$ cat config.mk
export PLATFORM = sky130hd
export DESIGN_NAME = ram_arbiter_flat
export DESIGN_NICKNAME = d
export VERILOG_FILES = /design/src/rtl/ram_arbiter_if.sv /design/src/rtl/ram_arbiter.sv /design/src/flat_wrapper.sv
export SDC_FILE = /design/constraint.sdc
export NUM_CORES = 1
export LEC_CHECK = 0
export ABC_AREA = 1
export CAP_MARGIN = 30
export CORE_AREA = 2 2 118 120
export CTS_BUF_LIST = sky130_fd_sc_hd__clkbuf_16
export DETAILED_ROUTE_END_ITERATION = 10
export DIE_AREA = 0 0 120 122
export PLACE_DENSITY = 0.77
export SYNTH_ARGS = -nofsm -noshare
export SYNTH_HDL_FRONTEND = slang
export SYNTH_SLANG_ARGS = --single-unit
$ cat constraint.sdc
create_clock -name clk -period 1.8 [get_ports clk]
set_input_delay 0.45 -clock clk [delete_from_list [all_inputs] [get_ports clk]]
set_output_delay 0.45 -clock clk [all_outputs]
set_load 0.05 [all_outputs]
$ cat src/rtl/ram_arbiter_if.sv
// ram_arbiter_if: one requester's request/response handshake toward the RAM arbiter
interface ram_arbiter_if #(
  parameter int DATA_WIDTH = 32,
  parameter int ADDR_WIDTH = 32
);
  logic                  req_valid;
  logic                  req_ready;
  logic [ADDR_WIDTH-1:0] req_addr;
  logic                  req_wr_en;
  logic [DATA_WIDTH-1:0] req_wr_data;
  logic                  rsp_valid;
  logic                  rsp_ready;
  logic [DATA_WIDTH-1:0] rsp_data;
  modport master (
    output req_valid, req_addr, req_wr_en, req_wr_data, rsp_ready,
    input  req_ready, rsp_valid, rsp_data
  );
  modport slave (
    input  req_valid, req_addr, req_wr_en, req_wr_data, rsp_ready,
    output req_ready, rsp_valid, rsp_data
  );
endinterface

$ cat src/rtl/ram_arbiter.sv
// ram_arbiter: round-robin sharing of a single-port RAM between fetch (p0) and load/store (p1)
module ram_arbiter #(
  parameter int DATA_WIDTH = 32,
  parameter int ADDR_WIDTH = 32
) (
  input  logic                  clk,
  input  logic                  rst_n,
  ram_arbiter_if.slave          p0,
  ram_arbiter_if.slave          p1,
  output logic [ADDR_WIDTH-1:0] mem_addr,
  output logic [DATA_WIDTH-1:0] mem_wr_data,
  output logic                  mem_wr_en,
  input  logic [DATA_WIDTH-1:0] mem_rd_data
);
  logic                  last_grant_q, last_grant_d;
  logic                  rsp_valid0_q, rsp_valid0_d, rsp_valid1_q, rsp_valid1_d;
  logic [DATA_WIDTH-1:0] rsp_data0_q, rsp_data0_d, rsp_data1_q, rsp_data1_d;
  logic                  elig0, elig1, gnt0, gnt1, rd0, rd1;
  assign p0.req_ready = gnt0;
  assign p1.req_ready = gnt1;
  assign p0.rsp_valid = rsp_valid0_q;
  assign p1.rsp_valid = rsp_valid1_q;
  assign p0.rsp_data  = rsp_data0_q;
  assign p1.rsp_data  = rsp_data1_q;
  // Eligibility (gated by reset so nothing is granted while held in reset), round-robin grant, RAM mux, next response state
  always_comb begin
    elig0        = rst_n && p0.req_valid && (p0.req_wr_en || !rsp_valid0_q || p0.rsp_ready);
    elig1        = rst_n && p1.req_valid && (p1.req_wr_en || !rsp_valid1_q || p1.rsp_ready);
    gnt0         = elig0 && (!elig1 || last_grant_q);
    gnt1         = elig1 && (!elig0 || !last_grant_q);
    rd0          = gnt0 && !p0.req_wr_en;
    rd1          = gnt1 && !p1.req_wr_en;
    mem_addr     = gnt0 ? p0.req_addr    : gnt1 ? p1.req_addr    : '0;
    mem_wr_data  = gnt0 ? p0.req_wr_data : gnt1 ? p1.req_wr_data : '0;
    mem_wr_en    = gnt0 ? p0.req_wr_en   : gnt1 && p1.req_wr_en;
    last_grant_d = gnt0 ? 1'b0 : gnt1 ? 1'b1 : last_grant_q;
    rsp_valid0_d = rd0 || (rsp_valid0_q && !p0.rsp_ready);
    rsp_valid1_d = rd1 || (rsp_valid1_q && !p1.rsp_ready);
    rsp_data0_d  = rd0 ? mem_rd_data : rsp_data0_q;
    rsp_data1_d  = rd1 ? mem_rd_data : rsp_data1_q;
  end
  // Arbitration history and registered read responses; reset drops pending responses
  always_ff @(posedge clk or negedge rst_n) begin
    if (!rst_n) begin
      last_grant_q <= 1'b1;
      rsp_valid0_q <= 1'b0;
      rsp_valid1_q <= 1'b0;
      rsp_data0_q  <= '0;
      rsp_data1_q  <= '0;
    end else begin
      last_grant_q <= last_grant_d;
      rsp_valid0_q <= rsp_valid0_d;
      rsp_valid1_q <= rsp_valid1_d;
      rsp_data0_q  <= rsp_data0_d;
      rsp_data1_q  <= rsp_data1_d;
    end
  end
endmodule

$ cat src/flat_wrapper.sv
// flat-port wrapper written by rule: the top's interface ports become plain ports
module ram_arbiter_flat 
#(
  parameter int DATA_WIDTH = 32,
  parameter int ADDR_WIDTH = 32
)
  (clk, rst_n, mem_addr, mem_wr_data, mem_wr_en, mem_rd_data, p0_req_valid, p0_req_addr, p0_req_wr_en, p0_req_wr_data, p0_rsp_ready, p0_req_ready, p0_rsp_valid, p0_rsp_data, p1_req_valid, p1_req_addr, p1_req_wr_en, p1_req_wr_data, p1_rsp_ready, p1_req_ready, p1_rsp_valid, p1_rsp_data);
  ram_arbiter_if #(.DATA_WIDTH(DATA_WIDTH), .ADDR_WIDTH(ADDR_WIDTH)) p0_i ();
  ram_arbiter_if #(.DATA_WIDTH(DATA_WIDTH), .ADDR_WIDTH(ADDR_WIDTH)) p1_i ();
  input  logic clk;
  input  logic rst_n;
  output logic [ADDR_WIDTH-1:0] mem_addr;
  output logic [DATA_WIDTH-1:0] mem_wr_data;
  output logic mem_wr_en;
  input  logic [DATA_WIDTH-1:0] mem_rd_data;
  input wire logic [$bits(p0_i.req_valid)-1:0] p0_req_valid;
  input wire logic [$bits(p0_i.req_addr)-1:0] p0_req_addr;
  input wire logic [$bits(p0_i.req_wr_en)-1:0] p0_req_wr_en;
  input wire logic [$bits(p0_i.req_wr_data)-1:0] p0_req_wr_data;
  input wire logic [$bits(p0_i.rsp_ready)-1:0] p0_rsp_ready;
  output wire logic [$bits(p0_i.req_ready)-1:0] p0_req_ready;
  output wire logic [$bits(p0_i.rsp_valid)-1:0] p0_rsp_valid;
  output wire logic [$bits(p0_i.rsp_data)-1:0] p0_rsp_data;
  input wire logic [$bits(p1_i.req_valid)-1:0] p1_req_valid;
  input wire logic [$bits(p1_i.req_addr)-1:0] p1_req_addr;
  input wire logic [$bits(p1_i.req_wr_en)-1:0] p1_req_wr_en;
  input wire logic [$bits(p1_i.req_wr_data)-1:0] p1_req_wr_data;
  input wire logic [$bits(p1_i.rsp_ready)-1:0] p1_rsp_ready;
  output wire logic [$bits(p1_i.req_ready)-1:0] p1_req_ready;
  output wire logic [$bits(p1_i.rsp_valid)-1:0] p1_rsp_valid;
  output wire logic [$bits(p1_i.rsp_data)-1:0] p1_rsp_data;
  assign p0_i.req_valid = p0_req_valid;
  assign p0_i.req_addr = p0_req_addr;
  assign p0_i.req_wr_en = p0_req_wr_en;
  assign p0_i.req_wr_data = p0_req_wr_data;
  assign p0_i.rsp_ready = p0_rsp_ready;
  assign p0_req_ready = p0_i.req_ready;
  assign p0_rsp_valid = p0_i.rsp_valid;
  assign p0_rsp_data = p0_i.rsp_data;
  assign p1_i.req_valid = p1_req_valid;
  assign p1_i.req_addr = p1_req_addr;
  assign p1_i.req_wr_en = p1_req_wr_en;
  assign p1_i.req_wr_data = p1_req_wr_data;
  assign p1_i.rsp_ready = p1_rsp_ready;
  assign p1_req_ready = p1_i.req_ready;
  assign p1_rsp_valid = p1_i.rsp_valid;
  assign p1_rsp_data = p1_i.rsp_data;
  ram_arbiter #(.DATA_WIDTH(DATA_WIDTH), .ADDR_WIDTH(ADDR_WIDTH)) u_core (.clk(clk), .rst_n(rst_n), .p0(p0_i), .p1(p1_i), .mem_addr(mem_addr), .mem_wr_data(mem_wr_data), .mem_wr_en(mem_wr_en), .mem_rd_data(mem_rd_data));
endmodule
Yosys cells after proc, flatten, opt, wreduce, memory -nomap -nowiden --
Index checks and enable logic that the tools add are counted. Widths: inputs -> output; s select.
Storage, ports and cells: flip-flop bits (word level) 67, bits in latches 0, RAM bits 0, bits in read-only memories 0, input bits 168, word-level logic and storage cells 41, memories 0
Cells by class: add/subtract/negate cells 0, multipliers 0, div/mod/pow operators 0, order comparisons 0, eq/ne operators 0, shift-type cells 0, multiplexer cells 7, bitwise logic cells 0, reduce and logical (&&, ||, !) cells 29
Operators with widths (number):
- $mux 32 | 4
- $logic_and 1x1->1 | 11
- $logic_not 1->1 | 9
- $logic_or 1x1->1 | 8
- $mux 1 | 3
- $reduce_bool 2->1 | 1

Longest topological paths before layout --
Gate-level depths: netlist (run 1).
depth in word-level cells 9, mapped depth 10, gate-level depth less buffers 8

Worst setup path after synthesis (run 1) --
No wires, ideal clock.
path type flip-flop to output port, start point reg u_core.rsp_valid0_q, in the netlist u_core.p0.rsp_valid, end point out mem_addr[22], arrival time 1.792 ns, required time 1.350 ns, setup slack -0.442 ns, stages on the path, launching flop included 8, path buffers 1, cell sequence dfrtp_1 nand3_2 nand3_2 nand2_1 inv_2 buf_2 nand2_1 nand2_1
On the way: longest elaborated chain between the ends 9, elaborated cells between the ends (all ways) 10
RTL lines:
- start: declaration | line ram_arbiter.sv:16 | logic rsp_valid0_q, rsp_valid0_d, rsp_valid1_q, rsp_valid1_d;
- start signal: assignment | line ram_arbiter.sv:52 | rsp_valid0_q <= rsp_valid0_d;
- $logic_not 1->1 | line ram_arbiter.sv:27 | elig0 = rst_n && p0.req_valid && (p0.req_wr_en || !rsp_valid0_q || p0.rsp_ready);
- $logic_or 1x1->1 (2 in series) | line ram_arbiter.sv:27
- $logic_and 1x1->1 | line ram_arbiter.sv:27
- $logic_not 1->1 | line ram_arbiter.sv:30 | gnt1 = elig1 && (!elig0 || !last_grant_q);
- $logic_or 1x1->1 | line ram_arbiter.sv:30
- $logic_and 1x1->1 | line ram_arbiter.sv:30
- named net p1_req_ready | line flat_wrapper.sv:29 | output wire logic [$bits(p1_i.req_ready)-1:0] p1_req_ready;
- $mux 32 (2 in series) | line ram_arbiter.sv:33 | mem_addr = gnt0 ? p0.req_addr : gnt1 ? p1.req_addr : '0;
- end: declaration | line flat_wrapper.sv:12 | output logic [ADDR_WIDTH-1:0] mem_addr;
The timed path passes the listed nets, and every way through them passes these cells.

Worst setup path after layout (run 1) --
start point reg u_core.last_grant_q, end point out mem_addr[3]
On the way: longest elaborated chain between the ends 5, elaborated cells between the ends (all ways) 7
RTL lines:
- start: declaration | line ram_arbiter.sv:15 | logic last_grant_q, last_grant_d;
- start signal: assignment | line ram_arbiter.sv:51 | last_grant_q <= last_grant_d;
- $logic_not 1->1 | line ram_arbiter.sv:30
- $logic_or 1x1->1 | line ram_arbiter.sv:30
- $logic_and 1x1->1 | line ram_arbiter.sv:30
- $mux 32 | line ram_arbiter.sv:33
- $mux 32 (*) | line ram_arbiter.sv:33
Every way passes the cells marked *; elsewhere a longest branch is shown, timed or not.

==> impl_metrics.tcl, run 1 <==
set metrics [dict create \
    synth.area.top_cells "sky130_fd_sc_hd__dfrtp_1 (46%), sky130_fd_sc_hd__nand2_1 (35%), sky130_fd_sc_hd__nand4_1 (11%)" \
    synth.largest_area_cell "sky130_fd_sc_hd__dfrtp_1" \
    ys_types 14 \
    fill_cells 976 \
    top_level_ports 301 \
    arrival_time_of_data_at_the_critical_path_endpoint_ns 1.73 \
    period_needed_ns 2.18 \
    final_util_pct 67.6 \
    synth.avg_cell_area_um2 6.97 \
    drt.antenna.violating_nets 0 \
    cts-htree-levels 3 \
    worst-setup-path-type "reg -> out" \
    cp-end-kind "output port" \
    kind_of_start_point_of_the_critical_path "flip-flop" \
    initial_core_util_pct 26.8 \
    gp_congestion 0.869 \
    violations "setup timing" \
    die_h_um 122 \
    clk_path_buf_depth 2 \
    crit_path_max_fanout 8 \
    synth.net_count 688 \
    sequential_cell_area_in_the_final_layout_mm2 0.00168 \
    die_area_mm2 0.0146 \
    max_cap_check_violation_count 0 \
    place.detailed.hpwl_um 13600 \
    worstSkewPairLatency_ns 0.32 \
    numPortBuffers 300 \
    routed_via_density 4.92 \
    cts-buffers-inserted 9 \
    timing.clock.skew_ns 0.00630 \
    netlist_area_mm2 0.00362 \
    maximum_number_of_pins_on_one_net_before_global_route_repair 56 \
    outcome "complete, but fails checks" \
    cp_data_required_time_ns 1.35 \
    worst_slack_ns -0.384 \
    die-width_um 120 \
    cts_hold_buffers 0 \
    grt_use_total_pct 26.3 \
    grt_pass1_vias 5076 \
    gr-total-overflow 0 \
    drt_iter0_drc 372 \
    yosys_warning_total 0 \
    number_of_register_bits_inferred_by_synthesis 67 \
    layout_worst_path_cycle_share_pct 121 \
    finalMaxSlewViolations 0 \
    final_hold_viol_count 0 \
    hold_class "in -> async" \
    area_growth_pct 152 \
    clockRootBuffer "sky130_fd_sc_hd__clkbuf_16" \
    via_count 5024 \
    numClockSinks 67 \
    timing.max_slew.rel_slack_pct 53.5 \
    power.ir.vdd_worst_v 0.000680 \
    routed_wirelength_um 20300 \
    timing_worst_slew_pin_value_ns 0.697 \
    antenna_violations_before_repair 4 \
    final_total_negative_setup_slack_ns -22.24 \
    rsz0062_at_grt "yes" \
    static-leakage-power_nw 4.54 \
    setup_violations 67 \
    std_cell_rows 43 \
    routedWlPerCell_um 19.9 \
    pre_cts_ws_ns -0.643 \
    multi_input_area_mm2 0.00288 \
    drt_pre_antenna_iters 5 \
    worst_setup_hold_path_clk_slew_ns 0.05 \
    power_density_mw_per_mm2 816 \
    drive_gt1_share_pct 46.1 \
    grt_pass1_wl_um 29300 \
    cts_tree "yes" \
    design.final.nets 1000 \
    synth_cells 520 \
    yosys.area.top_type_share_pct 45.6 \
    maxClockFrequency_mhz 458 \
    seq_total_area_yosys_pct 46.3 \
    core_area_mm2 0.0135 \
    remaining_drc_errors 0 \
]
## kinds of logic (layout without fill, tap and decap cells)
| family | Yosys count | count (layout) | share of synthesized area, % |
|---|---|---|---|
| buffers and inverters | 49 | 365 | 6.60 |
| AO/OA/AOI/OAI | 1 | 1 | 0.138 |
| other | 0 | 5 | 0 |
| flip-flops | 67 | 67 | 46.3 |
| AND/OR/NAND/NOR | 403 | 403 | 46.9 |
## registers in the layout, indices dropped and copies added (netlist names)
name / cells
u_core.p1.rsp_data: 32
u_core.p0.rsp_data: 32
u_core.last_grant_q: 1
u_core.p0.rsp_valid: 1
u_core.p1.rsp_valid: 1
## stage by stage
stage | hold WS [ns] | instance area, um^2 | total power (W) | cells
6_report | 0.130 | 9130 | 0.00745 | 1021
4_1_cts | 0.135 | 9070 | 0.00746 | 1019
2_1_floorplan | 0.154 | 4220 | 0.00403 | 520
3_3_place_gp | 0.457 | 7960 | 0.00565 | 987
3_5_place_dp | 0.460 | 7960 | 0.00569 | 987
5_1_grt | 0.139 | 9130 | 0.00775 | 1020
## worst paths after layout
| check | from | endpoint | slack, ns | depth (start not counted) |
|---|---|---|---|---|
| max reg2reg | u_core.last_grant_q$_DFFE_PN1P_ | u_core.p1.rsp_data[26]$_DFFE_PN0P_ | 0.14 | 7 |
| min reg2reg | u_core.p0.rsp_data[1]$_DFFE_PN0P_ | u_core.p0.rsp_data[1]$_DFFE_PN0P_ | 0.47 | 2 |
| min in group clk | u_core.p0.rsp_data[1]$_DFFE_PN0P_ | u_core.p0.rsp_data[1]$_DFFE_PN0P_ | 0.47 | 2 |
| max | u_core.last_grant_q$_DFFE_PN1P_ | mem_addr[3] | -0.38 | 9 |
| min | rst_n | u_core.p0.rsp_data[29]$_DFFE_PN0P_ | 0.13 | 2 |
| max in group asynchronous | rst_n | u_core.p1.rsp_valid$_DFF_PN0_ | 0.95 | 2 |
## critical path: stages, from the launching register on
cell                      delay (ns)
sky130_fd_sc_hd__dfstp_2        0.55
sky130_fd_sc_hd__buf_6          0.10
sky130_fd_sc_hd__nand3_4        0.08
sky130_fd_sc_hd__nand2_4        0.09
sky130_fd_sc_hd__inv_8          0.06
sky130_fd_sc_hd__buf_12         0.14
sky130_fd_sc_hd__buf_12         0.13
sky130_fd_sc_hd__nand2_8        0.06
sky130_fd_sc_hd__nand2_8        0.06
sky130_fd_sc_hd__buf_12         0.14
## power breakdown
part	switching [W]	total (W)	internal (W)
Combinational	0.00245	0.00397	0.00152
Clock	0.000594	0.00149	0.000898
Sequential	0.000186	0.00199	0.00180
## layout by cell type (no fill, tap or decap), types with 6 or more instances in the layout
master                            instances
sky130_fd_sc_hd__clkdlybuf4s50_1        160
sky130_fd_sc_hd__nand2_1                151
sky130_fd_sc_hd__nand2_4                126
sky130_fd_sc_hd__buf_4                   83
sky130_fd_sc_hd__buf_12                  77
sky130_fd_sc_hd__nand4_1                 64
sky130_fd_sc_hd__dfrtp_1                 64
sky130_fd_sc_hd__nand2_2                 51
sky130_fd_sc_hd__clkbuf_16               10
sky130_fd_sc_hd__inv_2                    9
sky130_fd_sc_hd__buf_6                    6
## cells in the mapped netlist, drive strengths merged
cell    instances
nand2         333
buf            23
nand4          64
dfrtp          66
clkbuf         15
nand3           6
o21ai           1
inv            11
dfstp           1
## what timing repair did
item / in CTS / in global routing
setup buffers: 15 / 1
endpoints found under the setup margin: 131 / 118
gates cloned: 7 / 1
pin swaps: 46 / 12
resized for setup: 191 / 24
## final cells by class
type | count | area share (%)
repair buffers | 339 | 44.2
well taps | 180 | 2.47
multi-input cells | 404 | 31.5
flip-flops and latches | 67 | 18.4
clock inverters | 6 | 0.274
clock buffers | 9 | 2.47
diodes | 5 | 0.137
inverters | 11 | 0.562
## per-layer routing
| metal | global-route usage [%] | share of wire, % |
|---|---|---|
| met5 | 0 | 0 |
| met4 | 15.8 | 5.1 |
| met2 | 45.2 | 52 |
| met3 | 8.01 | 7.9 |
| met1 | 28.5 | 35 |
Power figures use the tool's default switching activity.
==> run 2: changes to the inputs <==
--- a/config.mk
+++ b/config.mk
@@ -11,7 +11,9 @@
 export CTS_BUF_LIST = sky130_fd_sc_hd__clkbuf_16
 export DETAILED_ROUTE_END_ITERATION = 10
 export DIE_AREA = 0 0 120 122
+export MAX_ROUTING_LAYER = met4
 export PLACE_DENSITY = 0.77
+export SLEW_MARGIN = 15
 export SYNTH_ARGS = -nofsm -noshare
 export SYNTH_HDL_FRONTEND = slang
 export SYNTH_SLANG_ARGS = --single-unit
==> constraint.sdc (replaced) <==
create_clock -name clk -period 2.1 [get_ports clk]
set_input_delay 0.525 -clock clk [delete_from_list [all_inputs] [get_ports clk]]
set_output_delay 0.525 -clock clk [all_outputs]
set_load 0.05 [all_outputs]
==> impl_metrics.tcl, run 2 (synthesized netlist as in run 1, its figures left out) <==
set metrics [dict create \
    area_growth_pct 148 \
    worst_setup_hold_path_clk_slew_ns 0.05 \
    dpl_cell_area_mm2 0.00762 \
    drt_iter0_drc 309 \
    power.ir.vdd_worst_v 0.000599 \
    timing.clock.skew_ns 0.00387 \
    cp-end-kind "output port" \
    maxClockFrequency_mhz 435 \
    numPortBuffers 300 \
    post_layout_nonfiller_instances 1033 \
    placed_cells_incl_taps 983 \
    period_needed_ns 2.30 \
    kind_of_start_point_of_the_critical_path "flip-flop" \
    power_density_mw_per_mm2 728 \
    clk_path_buf_depth 2 \
    timing_worst_slew_pin_value_ns 0.675 \
    maximum_number_of_pins_on_one_net_before_global_route_repair 55 \
    hold_ws_ns 0.181 \
    violations "setup timing" \
    multi_input_area_mm2 0.00231 \
    worst_slack_ns -0.197 \
    remaining_drc_errors 0 \
    gp_congestion 0.930 \
    final_common_cell "sky130_fd_sc_hd__clkdlybuf4s50_1" \
    drive_gt1_share_pct 36.2 \
    worst-setup-path-type "reg -> out" \
    worstSkewPairLatency_ns 0.33 \
    place.detailed.hpwl_um 12900 \
    die_h_um 122 \
    top_level_ports 301 \
    final_hold_viol_count 0 \
    outcome "complete, but fails checks" \
    drt.antenna.violating_nets 0 \
    finalPower_w 0.00653 \
    clockRootBuffer "sky130_fd_sc_hd__clkbuf_16" \
    routedWlPerCell_um 19.8 \
    static-leakage-power_nw 4.25 \
    cts_hold_buffers 0 \
    rsz0062_at_grt "yes" \
    pre_cts_ws_ns -0.444 \
    layout_worst_path_cycle_share_pct 109 \
    hold_class "in -> async" \
    initial_core_util_pct 26.8 \
    finalMaxSlewViolations 0 \
    final_cell_area_mm2 0.00897 \
    die_area_mm2 0.0146 \
    cts-buffers-inserted 9 \
    via_count 5004 \
    max_cap_check_violation_count 0 \
    core_area_mm2 0.0135 \
    die-width_um 120 \
    arrival_time_of_data_at_the_critical_path_endpoint_ns 1.77 \
    routed_wirelength_um 20400 \
    grt_use_total_pct 26.6 \
    setup_violations 67 \
    gr-total-overflow 0 \
    cp_data_required_time_ns 1.57 \
    drt_pre_antenna_iters 5 \
    grt_pass1_wl_um 28600 \
    design.final.nets 1011 \
    cts-htree-levels 3 \
    most-common-layout-cells "sky130_fd_sc_hd__clkdlybuf4s50_1 (213), sky130_fd_sc_hd__nand2_1 (191), sky130_fd_sc_hd__nand2_2 (98), sky130_fd_sc_hd__buf_12 (74)" \
    cts_tree "yes" \
    sequential_cell_area_in_the_final_layout_mm2 0.00168 \
    timing.max_slew.rel_slack_pct 55.0 \
    antenna_violations_before_repair 5 \
    routed_via_density 4.84 \
    fill_cells 998 \
    grt_pass1_vias 5107 \
    crit_path_max_fanout 7 \
    std_cell_rows 43 \
    numClockSinks 67 \
]
run 2: changes by cell type in the layout (fill, tap and decap cells not counted), moves of 8 or more:
cell | previous run | this run
sky130_fd_sc_hd__nand2_1 | 151 | 191
sky130_fd_sc_hd__buf_4 | 83 | 37
sky130_fd_sc_hd__nand2_2 | 51 | 98
sky130_fd_sc_hd__buf_16 | 4 | 12
sky130_fd_sc_hd__clkdlybuf4s50_1 | 160 | 213
sky130_fd_sc_hd__nand2_4 | 126 | 44
run 2: final timing paths:
path                       depth (start not counted)                                 end  slack (ns)                               start
min in group clk                                   4       u_core.p1.rsp_valid$_DFF_PN0_        0.46                        p1_rsp_ready
max in group asynchronous                          2       u_core.p1.rsp_valid$_DFF_PN0_        1.23                               rst_n
max                                                7                     mem_wr_data[29]       -0.20     u_core.last_grant_q$_DFFE_PN1P_
min                                                2  u_core.p0.rsp_data[28]$_DFFE_PN0P_        0.18                               rst_n
min reg2reg                                        2  u_core.p0.rsp_data[30]$_DFFE_PN0P_        0.47  u_core.p0.rsp_data[30]$_DFFE_PN0P_
max reg2reg                                       10   u_core.p1.rsp_data[0]$_DFFE_PN0P_        0.21       u_core.p1.rsp_valid$_DFF_PN0_
run 2: area by class of cell:
cell class | instances | area share [%]
flip-flops and latches | 67 | 18.7
well taps | 180 | 2.51
clock buffers | 9 | 2.51
inverters | 11 | 0.684
multi-input cells | 404 | 25.8
repair buffers | 350 | 49.1
clock inverters | 6 | 0.558
diodes | 6 | 0.167
run 2: what timing repair did:
| action | CTS | global route |
|---|---|---|
| setup buffers | 11 | 4 |
| cloned | 13 | 2 |
| endpoints found under the setup margin | 67 | 67 |
| resized for setup | 130 | 62 |
| pin swaps | 15 | 27 |
run 2: stage by stage:
step,utilization (%),TNS [ns]
2_1_floorplan,-,-0.0664
3_3_place_gp,56.4,-39.87
3_5_place_dp,56.4,-41.30
4_1_cts,64.4,-7.38
5_1_grt,66.4,-12.41
6_report,66.4,-8.41
run 2: power by group:
group	total, W	internal [W]	switching [W]
clock	0.00141	0.000892	0.000517
sequential	0.00170	0.00154	0.000154
combinational	0.00342	0.00138	0.00204
run 2: metal layers:
layer  vias up  share of wire [%]  global-route usage [%]
li1       2321                  -                       -
met1      2342                 35                    27.7
met2       268                 52                    45.7
met3        73                8.0                    6.93
met4         0                5.4                    14.9
met5         -                  0                       -
run 2: critical path: stages (launching register included):
cell and delay, ns:
sky130_fd_sc_hd__dfstp_2 0.56, sky130_fd_sc_hd__nand3_4 0.08, sky130_fd_sc_hd__nand2_4 0.11, sky130_fd_sc_hd__clkinv_8 0.09, sky130_fd_sc_hd__bufbuf_16 0.28, sky130_fd_sc_hd__nand2_2 0.09
sky130_fd_sc_hd__nand2_2 0.07, sky130_fd_sc_hd__buf_12 0.15
==> run 3: changes to the inputs <==
--- a/config.mk
+++ b/config.mk
@@ -5,14 +5,14 @@
 export SDC_FILE = /design/constraint.sdc
 export NUM_CORES = 1
 export LEC_CHECK = 0
-export ABC_AREA = 1
+export ABC_AREA = 0
 export CAP_MARGIN = 30
-export CORE_AREA = 2 2 118 120
+export CORE_AREA = 2 2 117 119
 export CTS_BUF_LIST = sky130_fd_sc_hd__clkbuf_16
 export DETAILED_ROUTE_END_ITERATION = 10
-export DIE_AREA = 0 0 120 122
+export DIE_AREA = 0 0 119 121
 export MAX_ROUTING_LAYER = met4
-export PLACE_DENSITY = 0.77
+export PLACE_DENSITY = 0.75
 export SLEW_MARGIN = 15
 export SYNTH_ARGS = -nofsm -noshare
 export SYNTH_HDL_FRONTEND = slang
==> impl_metrics.tcl, run 3 <==
set metrics [dict create \
    design.final.nets 750 \
    gr-total-overflow 0 \
    yosys.area.top_type_share_pct 49.3 \
    violations "setup timing" \
    worstSetupPathDepth 8 \
    drt_pre_antenna_iters 4 \
    initial_core_util_pct 25.6 \
    routedWlPerCell_um 22.0 \
    gp_congestion 0.853 \
    max_cap_check_violation_count 0 \
    remaining_drc_errors 0 \
    drive_gt1_share_pct 48.9 \
    crit_path_max_fanout 4 \
    cp-end-kind "output port" \
    period_needed_ns 2.46 \
    crit_path_cell_trace "nand2b_4 > o211ai_1 > a21oi_4 > buf_6 > buf_12 > buf_16 > a22o_4 > buf_12" \
    fill_cells 885 \
    finalMaxSlewViolations 0 \
    power_density_mw_per_mm2 795 \
    place.detailed.hpwl_um 12400 \
    outcome "complete, but fails checks" \
    synth.area.top_cells "sky130_fd_sc_hd__dfrtp_1 (49%), sky130_fd_sc_hd__a22o_1 (17%), sky130_fd_sc_hd__mux2_4 (13%)" \
    maxClockFrequency_mhz 406 \
    timing.clock.skew_ns 0.00703 \
    worst_slack_ns -0.365 \
    timing.max_slew.rel_slack_pct 51.6 \
    setup_violations 99 \
    via_count 3596 \
    synth.avg_cell_area_um2 14.2 \
    synth.largest_area_cell "sky130_fd_sc_hd__dfrtp_1" \
    synth_cells 236 \
    std_cell_rows 42 \
    hold_class "in -> async" \
    critPathSlowestCell "sky130_fd_sc_hd__dfrtp_2" \
    grt_pass1_wl_um 25200 \
    most-common-layout-cells "sky130_fd_sc_hd__clkdlybuf4s50_1 (219), sky130_fd_sc_hd__buf_12 (77), sky130_fd_sc_hd__a22o_4 (64), sky130_fd_sc_hd__dfrtp_1 (64), sky130_fd_sc_hd__mux2_2 (34)" \
    arrival_time_of_data_at_the_critical_path_endpoint_ns 1.94 \
    seq_total_area_yosys_pct 50.0 \
    cts-htree-levels 3 \
    drt_iter0_drc 91 \
    async_flop_share_pct 100 \
    core_area_mm2 0.0131 \
    netlist_area_mm2 0.00335 \
    die_h_um 121 \
    reg2reg_depth 8 \
    placed_cells_incl_taps 711 \
    sequential_cell_area_in_the_final_layout_mm2 0.00168 \
    grt_pass1_vias 4163 \
    routed_via_density 4.70 \
    cts-buffers-inserted 9 \
    cp_data_required_time_ns 1.57 \
    maximum_number_of_pins_on_one_net_before_global_route_repair 58 \
    routed_wirelength_um 16800 \
    worst-path-buf-inv 4 \
    critical_path.max_stage_delay_ns 0.39 \
    number_of_register_bits_inferred_by_synthesis 67 \
    synth.net_count 404 \
    kind_of_start_point_of_the_critical_path "flip-flop" \
    numPortBuffers 300 \
    timing_worst_slew_pin_value_ns 0.727 \
    yosys-top-cells-count "sky130_fd_sc_hd__dfrtp_1 (66), sky130_fd_sc_hd__a22o_1 (64), sky130_fd_sc_hd__mux2_2 (35)" \
    worstSkewPairLatency_ns 0.33 \
    die_area_mm2 0.0144 \
    ys_types 27 \
    top_level_ports 301 \
    power.ir.vdd_worst_v 0.000841 \
    numClockSinks 67 \
    final_util_pct 68.0 \
    clockRootBuffer "sky130_fd_sc_hd__clkbuf_16" \
    grt_use_total_pct 24.1 \
    critical-path-top-cell-by-count "sky130_fd_sc_hd__buf_12" \
    antenna_violations_before_repair 2 \
    cts_tree "yes" \
    post_layout_nonfiller_instances 765 \
    ys_dominant_reg_cell "sky130_fd_sc_hd__dfrtp_1" \
    drt.antenna.violating_nets 0 \
    static-leakage-power_nw 3.97 \
    yosys_warning_total 0 \
    area_growth_pct 165 \
    worst-setup-path-type "reg -> out" \
    multi_input_area_mm2 0.00215 \
    worst_setup_hold_path_clk_slew_ns 0.05 \
    final_common_cell "sky130_fd_sc_hd__clkdlybuf4s50_1" \
    synthMostInstantiatedCell "sky130_fd_sc_hd__dfrtp_1" \
    rsz0062_at_grt "yes" \
    final_hold_viol_count 0 \
    clk_path_buf_depth 2 \
    cpLargestDelayFamily "compound AO/OA/AOI/OAI gates" \
    layout_worst_path_cycle_share_pct 117 \
    die-width_um 119 \
    synth_enable_flop_cells 0 \
]
run 3: changes by cell type after synthesis, sizes merged, moves of 3 or more:
cell / before / now
nand3: 6 / 1
buf: 23 / 10
clkbuf: 15 / 12
nand2: 333 / 3
mux2: 0 / 64
inv: 11 / 1
a22o: 0 / 64
nand4: 64 / 0
run 3: worst reg2reg max path: stages (launching register included):
cell	delay (ns)
sky130_fd_sc_hd__dfrtp_2	0.39
sky130_fd_sc_hd__nand2b_4	0.06
sky130_fd_sc_hd__buf_4	0.12
sky130_fd_sc_hd__o2111a_2	0.28
sky130_fd_sc_hd__buf_6	0.13
sky130_fd_sc_hd__or4b_4	0.53
sky130_fd_sc_hd__buf_6	0.17
sky130_fd_sc_hd__buf_12	0.14
sky130_fd_sc_hd__mux2_4	0.30
run 3: area by class of cell:
class	instances	share of cell area (%)
Multi-Input combinational cell	146	24.1
Tap cell	176	2.47
Sequential cell	67	18.9
Antenna cell	2	0.0562
Clock inverter	7	0.323
Timing Repair Buffer	357	51.6
Inverter	1	0.0422
Clock buffer	9	2.53
run 3: path summary, 6_finish.rpt:
kind                                                    start                            endpoint  slack (ns)
setup / recovery                u_core.p1.rsp_valid$_DFF_PN0_                         mem_addr[3]       -0.36
hold / removal                                          rst_n   u_core.p0.rsp_data[0]$_DFFE_PN0P_        0.31
setup reg to reg                u_core.p1.rsp_valid$_DFF_PN0_   u_core.p0.rsp_data[7]$_DFFE_PN0P_       -0.13
hold reg to reg            u_core.p0.rsp_data[29]$_DFFE_PN0P_  u_core.p0.rsp_data[29]$_DFFE_PN0P_        0.50
max in group asynchronous                               rst_n       u_core.p0.rsp_valid$_DFF_PN0_        1.04
min in group clk           u_core.p0.rsp_data[29]$_DFFE_PN0P_  u_core.p0.rsp_data[29]$_DFFE_PN0P_        0.50
run 3: repair_timing:
action,CTS,global route
hold endpoints to repair,0,0
pin swaps,18,9
resized for setup,57,6
setup buffers,20,4
endpoints found under the setup margin,99,100
cloned,16,2
hold buffers,0,0
run 3: per-layer routing:
layer  track usage, %  vias up  wire [um]  part of all wire (%)
li1                 -     1612          -                     -
met1             24.2     1769       5850                    35
met2             43.2      188       9030                    54
met3             8.83       27       1540                   9.1
met4             8.18        0        406                   2.4
met5                -        -          0                     0
run 3: cells by family after synthesis:
logic type | after synthesis | synth area share, %
and+or+nand+nor | 10 | 2.05
muxes | 64 | 24.7
DFF | 67 | 50.0
AOI/OAI and AO/OA | 72 | 18.8
buffers and inverters | 23 | 4.40
run 3: where the power goes:
group | switching [W] | internal [W] | total [W]
registers | 0.000186 | 0.00161 | 0.00179
clock network | 0.000509 | 0.000772 | 0.00128
logic | 0.00215 | 0.00185 | 0.00400
total | 0.00285 | 0.00423 | 0.00707
run 3: stage by stage:
stage / instance area (um^2) / worst slack, ns / total power, W / setup TNS [ns] / hold WS (ns)
floorplan: 4110 / -0.0365 / 0.00399 / -1.89 / 0.229
global placement: 7890 / -0.582 / 0.00554 / -54.84 / 0.488
detailed placement: 7890 / -0.603 / 0.00560 / -58.12 / 0.494
CTS: 8880 / -0.379 / 0.00714 / -27.36 / 0.312
global route: 8900 / -0.430 / 0.00735 / -31.36 / 0.319
finish: 8900 / -0.365 / 0.00707 / -25.65 / 0.311
